`src/rtl/rv32_pkg.sv`:
```
// RV32 shared types: opcodes, funct3 codes, immediate formats and the decoded packet.
// The imm_gen helper builds the sign-extended immediate for a given format.
package rv32_pkg;

   localparam int PKT_XLEN = 32;

   typedef enum logic [6:0] {
      OPC_LOAD     = 7'b0000011,
      OPC_MISC_MEM = 7'b0001111,
      OPC_OP_IMM   = 7'b0010011,
      OPC_AUIPC    = 7'b0010111,
      OPC_STORE    = 7'b0100011,
      OPC_OP       = 7'b0110011,
      OPC_LUI      = 7'b0110111,
      OPC_BRANCH   = 7'b1100011,
      OPC_JALR     = 7'b1100111,
      OPC_JAL      = 7'b1101111,
      OPC_SYSTEM   = 7'b1110011
   } opcode_t;

   typedef enum logic [2:0] {
      F3_ADD_SUB = 3'd0, F3_SLL  = 3'd1, F3_SLT     = 3'd2, F3_SLTU = 3'd3,
      F3_XOR     = 3'd4, F3_SRL_SRA = 3'd5, F3_OR   = 3'd6, F3_AND  = 3'd7
   } funct3_t;

   typedef enum logic [2:0] {
      FMT_R = 3'd0, FMT_I = 3'd1, FMT_S = 3'd2, FMT_B = 3'd3, FMT_U = 3'd4, FMT_J = 3'd5
   } imm_fmt_t;

   typedef struct packed {
      logic [6:0]          opcode;
      logic [4:0]          rd;
      logic [2:0]          funct3;
      logic [4:0]          rs1;
      logic [4:0]          rs2;
      logic [6:0]          funct7;
      imm_fmt_t            fmt;
      logic [PKT_XLEN-1:0] imm;
      logic [PKT_XLEN-1:0] pc;
      logic                illegal;
   } dec_pkt_t;

   function automatic logic [PKT_XLEN-1:0] imm_gen(input logic [31:0] inst, input imm_fmt_t fmt);
      logic [PKT_XLEN-1:0] imm;
      case (fmt)
         FMT_I:   imm = {{20{inst[31]}}, inst[31:20]};
         FMT_S:   imm = {{20{inst[31]}}, inst[31:25], inst[11:7]};
         FMT_B:   imm = {{19{inst[31]}}, inst[31], inst[7], inst[30:25], inst[11:8], 1'b0};
         FMT_U:   imm = {inst[31:12], 12'b0};
         FMT_J:   imm = {{11{inst[31]}}, inst[31], inst[19:12], inst[20], inst[30:21], 1'b0};
         default: imm = '0;
      endcase
      return imm;
   endfunction

endpackage

```
`src/rtl/dec_fifo.sv`:
```
// Circular instruction buffer of DEPTH {inst, pc} entries with occupancy count.
// Storage is not reset; only pointers and count carry reset state.
module dec_fifo #(
   parameter int DEPTH = 4,
   parameter int XLEN  = 32
) (
   input  logic                     clk,
   input  logic                     rst_n,
   input  logic                     flush,
   input  logic                     push,
   input  logic                     pop,
   input  logic [31:0]              wr_inst,
   input  logic [XLEN-1:0]          wr_pc,
   output logic [31:0]              rd_inst,
   output logic [XLEN-1:0]          rd_pc,
   output logic [$clog2(DEPTH):0]   count,
   output logic                     full,
   output logic                     empty
);
   localparam int AW = $clog2(DEPTH);

   logic [31:0]     mem_inst [DEPTH];
   logic [XLEN-1:0] mem_pc   [DEPTH];
   logic [AW-1:0]   wr_ptr, rd_ptr;

   always_ff @(posedge clk) begin
      if (push) begin
         mem_inst[wr_ptr] <= wr_inst;
         mem_pc[wr_ptr]   <= wr_pc;
      end
   end

   // DEPTH is a power of two, so pointer overflow is the modulo wrap
   always_ff @(posedge clk or negedge rst_n) begin
      if (!rst_n) begin
         wr_ptr <= '0;
         rd_ptr <= '0;
         count  <= '0;
      end else if (flush) begin
         wr_ptr <= '0;
         rd_ptr <= '0;
         count  <= '0;
      end else begin
         if (push) wr_ptr <= wr_ptr + 1'b1;
         if (pop)  rd_ptr <= rd_ptr + 1'b1;
         if (push && !pop)      count <= count + 1'b1;
         else if (!push && pop) count <= count - 1'b1;
      end
   end

   assign rd_inst = mem_inst[rd_ptr];
   assign rd_pc   = mem_pc[rd_ptr];
   assign full    = (count == (AW+1)'(DEPTH));
   assign empty   = (count == '0);

endmodule

```
`src/rtl/decode_stage.sv`:
```
// Registered RV32 decode stage: buffer -> decode -> output register, valid/ready on both sides.
// Optional macro DECODE_ILLEGAL_CHECK_EN adds encoding checks to out_illegal.
module decode_stage
   import rv32_pkg::*;
#(
   parameter int XLEN  = 32,
   parameter int DEPTH = 4
) (
   input  logic                   clk,
   input  logic                   rst_n,
   input  logic                   flush,
   input  logic                   in_valid,
   output logic                   in_ready,
   input  logic [31:0]            in_inst,
   input  logic [XLEN-1:0]        in_pc,
   output logic                   out_valid,
   input  logic                   out_ready,
   output logic [6:0]             out_opcode,
   output logic [4:0]             out_rd,
   output logic [4:0]             out_rs1,
   output logic [4:0]             out_rs2,
   output logic [2:0]             out_funct3,
   output logic [6:0]             out_funct7,
   output logic [2:0]             out_fmt,
   output logic [XLEN-1:0]        out_imm,
   output logic [XLEN-1:0]        out_pc,
   output logic                   out_illegal,
   output logic [$clog2(DEPTH):0] count
);
   logic            full, empty, push, pop, in_fire, load_en;
   logic [31:0]     head_inst, src_inst;
   logic [XLEN-1:0] head_pc, src_pc;
   dec_pkt_t        pkt, out_q;
   logic            out_valid_q;

   assign in_ready = !full;
   assign in_fire  = in_valid && in_ready;
   assign load_en  = !out_valid_q || out_ready;
   // An empty buffer with a free output register lets the input bypass the buffer
   assign pop      = load_en && !empty && !flush;
   assign push     = in_fire && !flush && !(empty && load_en);

   dec_fifo #(.DEPTH(DEPTH), .XLEN(XLEN)) u_fifo (
      .clk(clk), .rst_n(rst_n), .flush(flush), .push(push), .pop(pop),
      .wr_inst(in_inst), .wr_pc(in_pc), .rd_inst(head_inst), .rd_pc(head_pc),
      .count(count), .full(full), .empty(empty)
   );

   assign src_inst = empty ? in_inst : head_inst;
   assign src_pc   = empty ? in_pc   : head_pc;

   always_comb begin
      pkt         = '0;
      pkt.opcode  = src_inst[6:0];
      pkt.rd      = src_inst[11:7];
      pkt.funct3  = src_inst[14:12];
      pkt.rs1     = src_inst[19:15];
      pkt.rs2     = src_inst[24:20];
      pkt.funct7  = src_inst[31:25];
      pkt.pc      = src_pc;
      pkt.fmt     = FMT_R;
      pkt.illegal = 1'b0;
      case (src_inst[6:0])
         OPC_LUI, OPC_AUIPC:                                   pkt.fmt = FMT_U;
         OPC_JAL:                                              pkt.fmt = FMT_J;
         OPC_JALR, OPC_LOAD, OPC_OP_IMM, OPC_MISC_MEM, OPC_SYSTEM: pkt.fmt = FMT_I;
         OPC_STORE:                                            pkt.fmt = FMT_S;
         OPC_BRANCH:                                           pkt.fmt = FMT_B;
         OPC_OP:                                               pkt.fmt = FMT_R;
         default:                                              pkt.illegal = 1'b1;
      endcase
`ifdef DECODE_ILLEGAL_CHECK_EN
      if (src_inst[1:0] != 2'b11) pkt.illegal = 1'b1;
      if (src_inst[6:0] == OPC_OP) begin
         if (pkt.funct7 != 7'h00 && pkt.funct7 != 7'h20) pkt.illegal = 1'b1;
         if (pkt.funct7 == 7'h20 && pkt.funct3 != F3_ADD_SUB && pkt.funct3 != F3_SRL_SRA)
            pkt.illegal = 1'b1;
      end
      if (src_inst[6:0] == OPC_OP_IMM) begin
         if (pkt.funct3 == F3_SLL && pkt.funct7 != 7'h00) pkt.illegal = 1'b1;
         if (pkt.funct3 == F3_SRL_SRA && pkt.funct7 != 7'h00 && pkt.funct7 != 7'h20)
            pkt.illegal = 1'b1;
      end
`endif
      pkt.imm = imm_gen(src_inst, pkt.fmt);
   end

   always_ff @(posedge clk or negedge rst_n) begin
      if (!rst_n) begin
         out_valid_q <= 1'b0;
         out_q       <= '0;
      end else if (flush) begin
         out_valid_q <= 1'b0;
      end else if (load_en) begin
         if (!empty || in_fire) begin
            out_q       <= pkt;
            out_valid_q <= 1'b1;
         end else begin
            out_valid_q <= 1'b0;
         end
      end
   end

   assign out_valid   = out_valid_q;
   assign out_opcode  = out_q.opcode;
   assign out_rd      = out_q.rd;
   assign out_rs1     = out_q.rs1;
   assign out_rs2     = out_q.rs2;
   assign out_funct3  = out_q.funct3;
   assign out_funct7  = out_q.funct7;
   assign out_fmt     = out_q.fmt;
   assign out_imm     = out_q.imm;
   assign out_pc      = out_q.pc;
   assign out_illegal = out_q.illegal;

endmodule

```
`config.mk`:
```
export PLATFORM = sky130hd
export DESIGN_NAME = decode_stage
export DESIGN_NICKNAME = d
export VERILOG_FILES = /design/src/rtl/rv32_pkg.sv /design/src/rtl/dec_fifo.sv /design/src/rtl/decode_stage.sv
export SDC_FILE = /design/constraint.sdc
export NUM_CORES = 1
export LEC_CHECK = 0
export ABC_AREA = 1
export CAP_MARGIN = 25
export CORE_MARGIN = 2
export CORE_UTILIZATION = 55
export DETAILED_ROUTE_END_ITERATION = 8
export PLACE_DENSITY_LB_ADDON = 0.2
export SYNTH_ARGS = -nofsm -noshare
export SYNTH_HDL_FRONTEND = slang
export SYNTH_SLANG_ARGS = --single-unit
```
`constraint.sdc`:
```
create_clock -name clk -period 6.1 [get_ports clk]
set_clock_uncertainty 0.05 [all_clocks]
set_input_delay 1.22 -clock clk [delete_from_list [all_inputs] [get_ports clk]]
set_output_delay 1.22 -clock clk [all_outputs]
set_load 0.005 [all_outputs]
```
==> results.cfg <==
[timing]
maxSlewHeadroom_pct = 34.87
drv_slew = 0
finalSetupViolCount = 0
min_period_ns = 3.663
hold_slack_ns = 0.4268
setup_tns_ns = 0
timing_hold_violations_final = 0
worstMarginPinSlew_ns = 0.9746
max_freq_mhz = 273.0
post-route-period-util_pct = 60.06
rsz0062_at_grt = false

[critical_path]
crit_path_start_kind = input port
cp_data_required_time_ns = 6.24
path_class = in2reg
cp_slowest_cell = nor2_4
rr_worst_depth = 14
cpLargestDelayFamily = simple AND/OR/NAND/NOR gates
path_max_fanout = 30
path_buf_inv = 4
arrival_ns = 3.80
r2r_end = out_imm[17]
r2r_slack_ns = 2.46
max_stage_delay_ns = 0.79
timing.rr.start = u_fifo.rd_ptr[0]
cp-end-kind = register
crit_chain = clkdlybuf4s50_1 > nor2_1 > inv_1 > nand2_1 > nand3_1 > nor2_1 > inv_1 > nor2_4 > buf_4

[global_routing]
grt_start_max_net_pins = 93
grt_pass1_wl_mm = 54.26
grt_overflow = 0
track_usage_pct = 23.95
grt_pass1_vias = 10120
antenna_found_initial = 1

[finish]
nets = 1604
fill_cells = 1990
area_growth_pct = 20.47
multi_input_area_um2 = 4121
drive_above_1_share_pct = 6.611
seq_area_um2 = 10400

[floorplan]
start_util_pct = 56.07
die_x_um = 169.8
rows = 60
fp.coreArea_um2 = 26950
dieArea_um2 = 28820
io_pins = 174
die_y_um = 169.8

[clock_tree]
cts-root-buf = clkbuf_16
cts_resized = 0
clk_latency_ns = 0.52
cts_setup_buffers = 0
cts.clk_slew.worst_paths_ns = 0.06
cts_buffer_depth = 3
hold_buffers = 0
cts_buffers = 36
clkSinkCount = 364
cts_tree = built
htreeDepth = 2

[logic_synthesis]
ys_async_sr_fraction_pct = 29.67
ys_ff_latch = 364
synth_top_cells_by_area = edfxtp_1 51%, dfrtp_1 18%, nand2_1 7.2%
synthDistinctLibCells = 38
synth_warnings = 0
synth_seq_area_share_pct = 68.76
syn_inst = 1387
netlist_area_um2 = 15110
syn_area_per_cell_um2 = 10.89
synthFlopType = edfxtp_1
synth_top_area_share_pct = 50.87
synth_edf_count = 256
synth_fp_nets = 1461
synth_top_cell_by_area = edfxtp_1

[power_and_ir_drop]
powerDensity_nw_per_um2 = 462.9
seqPwrFrac_pct = 40.1
power_frac_comb_pct = 34.8
power.share.switching_pct = 34.91
p_switching_w = 0.002942
ir_drop_v = 0.0002666
p_int_w = 0.005485
clock_power_share_pct = 25.1
p_leak_nw = 7.187

[hold_path]
min_path_type = reg2reg
min_from = out_imm[10]
hold_depth = 2
min_to = out_imm[10]

[drt]
ant_nets = 0
drt_first_pass_iters = 5
drt-wirelength-per-cell_um = 17.83
wl_mm = 33.88
num_vias = 10420
drt_iter0_markers = 945
wl_met3_mm = 1.789
routed.top_layer = met4
routed-wl-met2_mm = 16.56
wl_met1_mm = 15.02
vias_per_cell = 5.483
route.detailed.drc = 0

[status]
outcome = finished clean

[placement]
gp_congestion = 0.8010
hpwl_mm = 20.19
io_buffers = 173

[job]
max_cap_violations = 0
[registers in the layout, summed over array words and instances, names as in the netlist, 5 cells and up]
name / cells
out_imm: 32
out_funct7: 7
out_rd: 5
u_fifo.mem_inst: 128
u_fifo.mem_pc: 128
out_opcode: 7
out_rs2: 5
out_rs1: 5
out_pc: 32
[how the worst max path moves through the flow]
stage | start | end | cells past startpoint
after detailed placement | out_ready | u_fifo.mem_inst[0][23] | 9
after CTS | out_ready | u_fifo.mem_inst[0][19] | 9
after global routing | u_fifo.rd_ptr[0] | out_imm[17] | 14
after global placement | out_ready | u_fifo.mem_inst[0][5] | 9
final | out_ready | u_fifo.mem_pc[2][4] | 9
after floorplan | out_ready | u_fifo.mem_inst[0][0] | 7
[Yosys cell counts (2+ instances only)]
cell        n
nand3_1    25
nand3_2     3
a21oi_1    74
inv_2       4
nor2_4      2
o21bai_1    5
ha_1        4
xor2_1      2
nor2_1    206
nand4_1     2
edfxtp_1  256
a31oi_1     5
nand2_2     8
or2_0       3
clkbuf_1   39
o21ai_1     2
o22ai_1    51
buf_1       5
o21ai_0   165
nand2_1   290
buf_6       7
nand2_4     2
buf_2      32
dfrtp_1   108
inv_1      58
o221ai_1    5
mux2i_1     9
or2_1       3
nor2_2      3
[through the flow]
step	utilization, %	instances	setup WS (ns)	instance area (µm²)	total power, W
3_3_place_gp	63.17	1831	1.997	17030	0.006285
5_1_grt	67.53	1899	2.072	18200	0.008963
3_5_place_dp	63.17	1831	1.835	17030	0.006340
4_1_cts	67.36	1897	2.355	18150	0.008462
6_report	67.54	1900	2.437	18200	0.008427
2_1_floorplan	-	1387	1.023	15110	0.005113
[worst min-delay path, cell delays in order (launching register included)]
cell and delay (ns):
dfrtp_1 0.34, nand2_1 0.06, nand2_1 0.05
[logic make-up (layout without fill, tap and decap cells)]
family / after synthesis / after routing / share of synthesized area [%]
adders and majority gates: 5 / 5 / 0.4637
and+or+nand+nor: 550 / 550 / 14.73
xor gates and xnor gates: 2 / 2 / 0.1159
buffers and inverters: 146 / 317 / 4.264
DFF: 364 / 364 / 68.76
AOI/OAI and AO/OA: 311 / 311 / 11.07
muxes: 9 / 9 / 0.5962
other: 0 / 1 / 0
[placed cells by master, fill, tap and decap left out, types with 3 or more instances in the layout]
master | Yosys | layout
nand2_1 | 290 | 288
edfxtp_1 | 256 | 256
nor2_1 | 206 | 202
clkdlybuf4s50_1 | 0 | 172
o21ai_0 | 165 | 165
dfrtp_1 | 108 | 106
a21oi_1 | 74 | 74
inv_1 | 58 | 57
o22ai_1 | 51 | 51
clkbuf_16 | 0 | 37
nand3_1 | 25 | 25
buf_4 | 1 | 14
clkbuf_1 | 39 | 10
mux2i_1 | 9 | 9
nand2_2 | 8 | 8
nor2_4 | 2 | 6
clkinv_1 | 0 | 6
clkinv_2 | 0 | 6
a31oi_1 | 5 | 5
o221ai_1 | 5 | 5
o21bai_1 | 5 | 5
nand2_4 | 2 | 4
inv_2 | 4 | 4
ha_1 | 4 | 4
nor2_2 | 3 | 3
or2_1 | 3 | 3
or2_0 | 3 | 3
nand3_2 | 3 | 3
[power groups by stage]
stage | Sequential [W] | Combinational, W | Clock (W)
after floorplan | 0.00335 | 0.00177 | 0
after global placement | 0.00342 | 0.00286 | 0
after detailed placement | 0.00343 | 0.00291 | 0
after CTS | 0.00338 | 0.00294 | 0.00214
after global routing | 0.00343 | 0.00329 | 0.00224
final | 0.00338 | 0.00293 | 0.00211
[final cells by class]
| class | count | area share [%] |
|---|---|---|
| antenna | 1 | 0.01375 |
| clock buffer | 49 | 5.444 |
| tap | 341 | 2.344 |
| clock inverter | 17 | 0.7561 |
| inverter | 62 | 1.292 |
| timing repair buffer | 189 | 10.41 |
| multi-input combinational | 877 | 22.64 |
| sequential | 364 | 57.10 |
[layer usage]
layer	GRT usage (%)	up-vias
met5	0	-
met4	4.942	0
met3	3.848	43
met2	40.53	284
met1	33.22	5042
li1	-	5048
(Power assumes the default switching activity.)
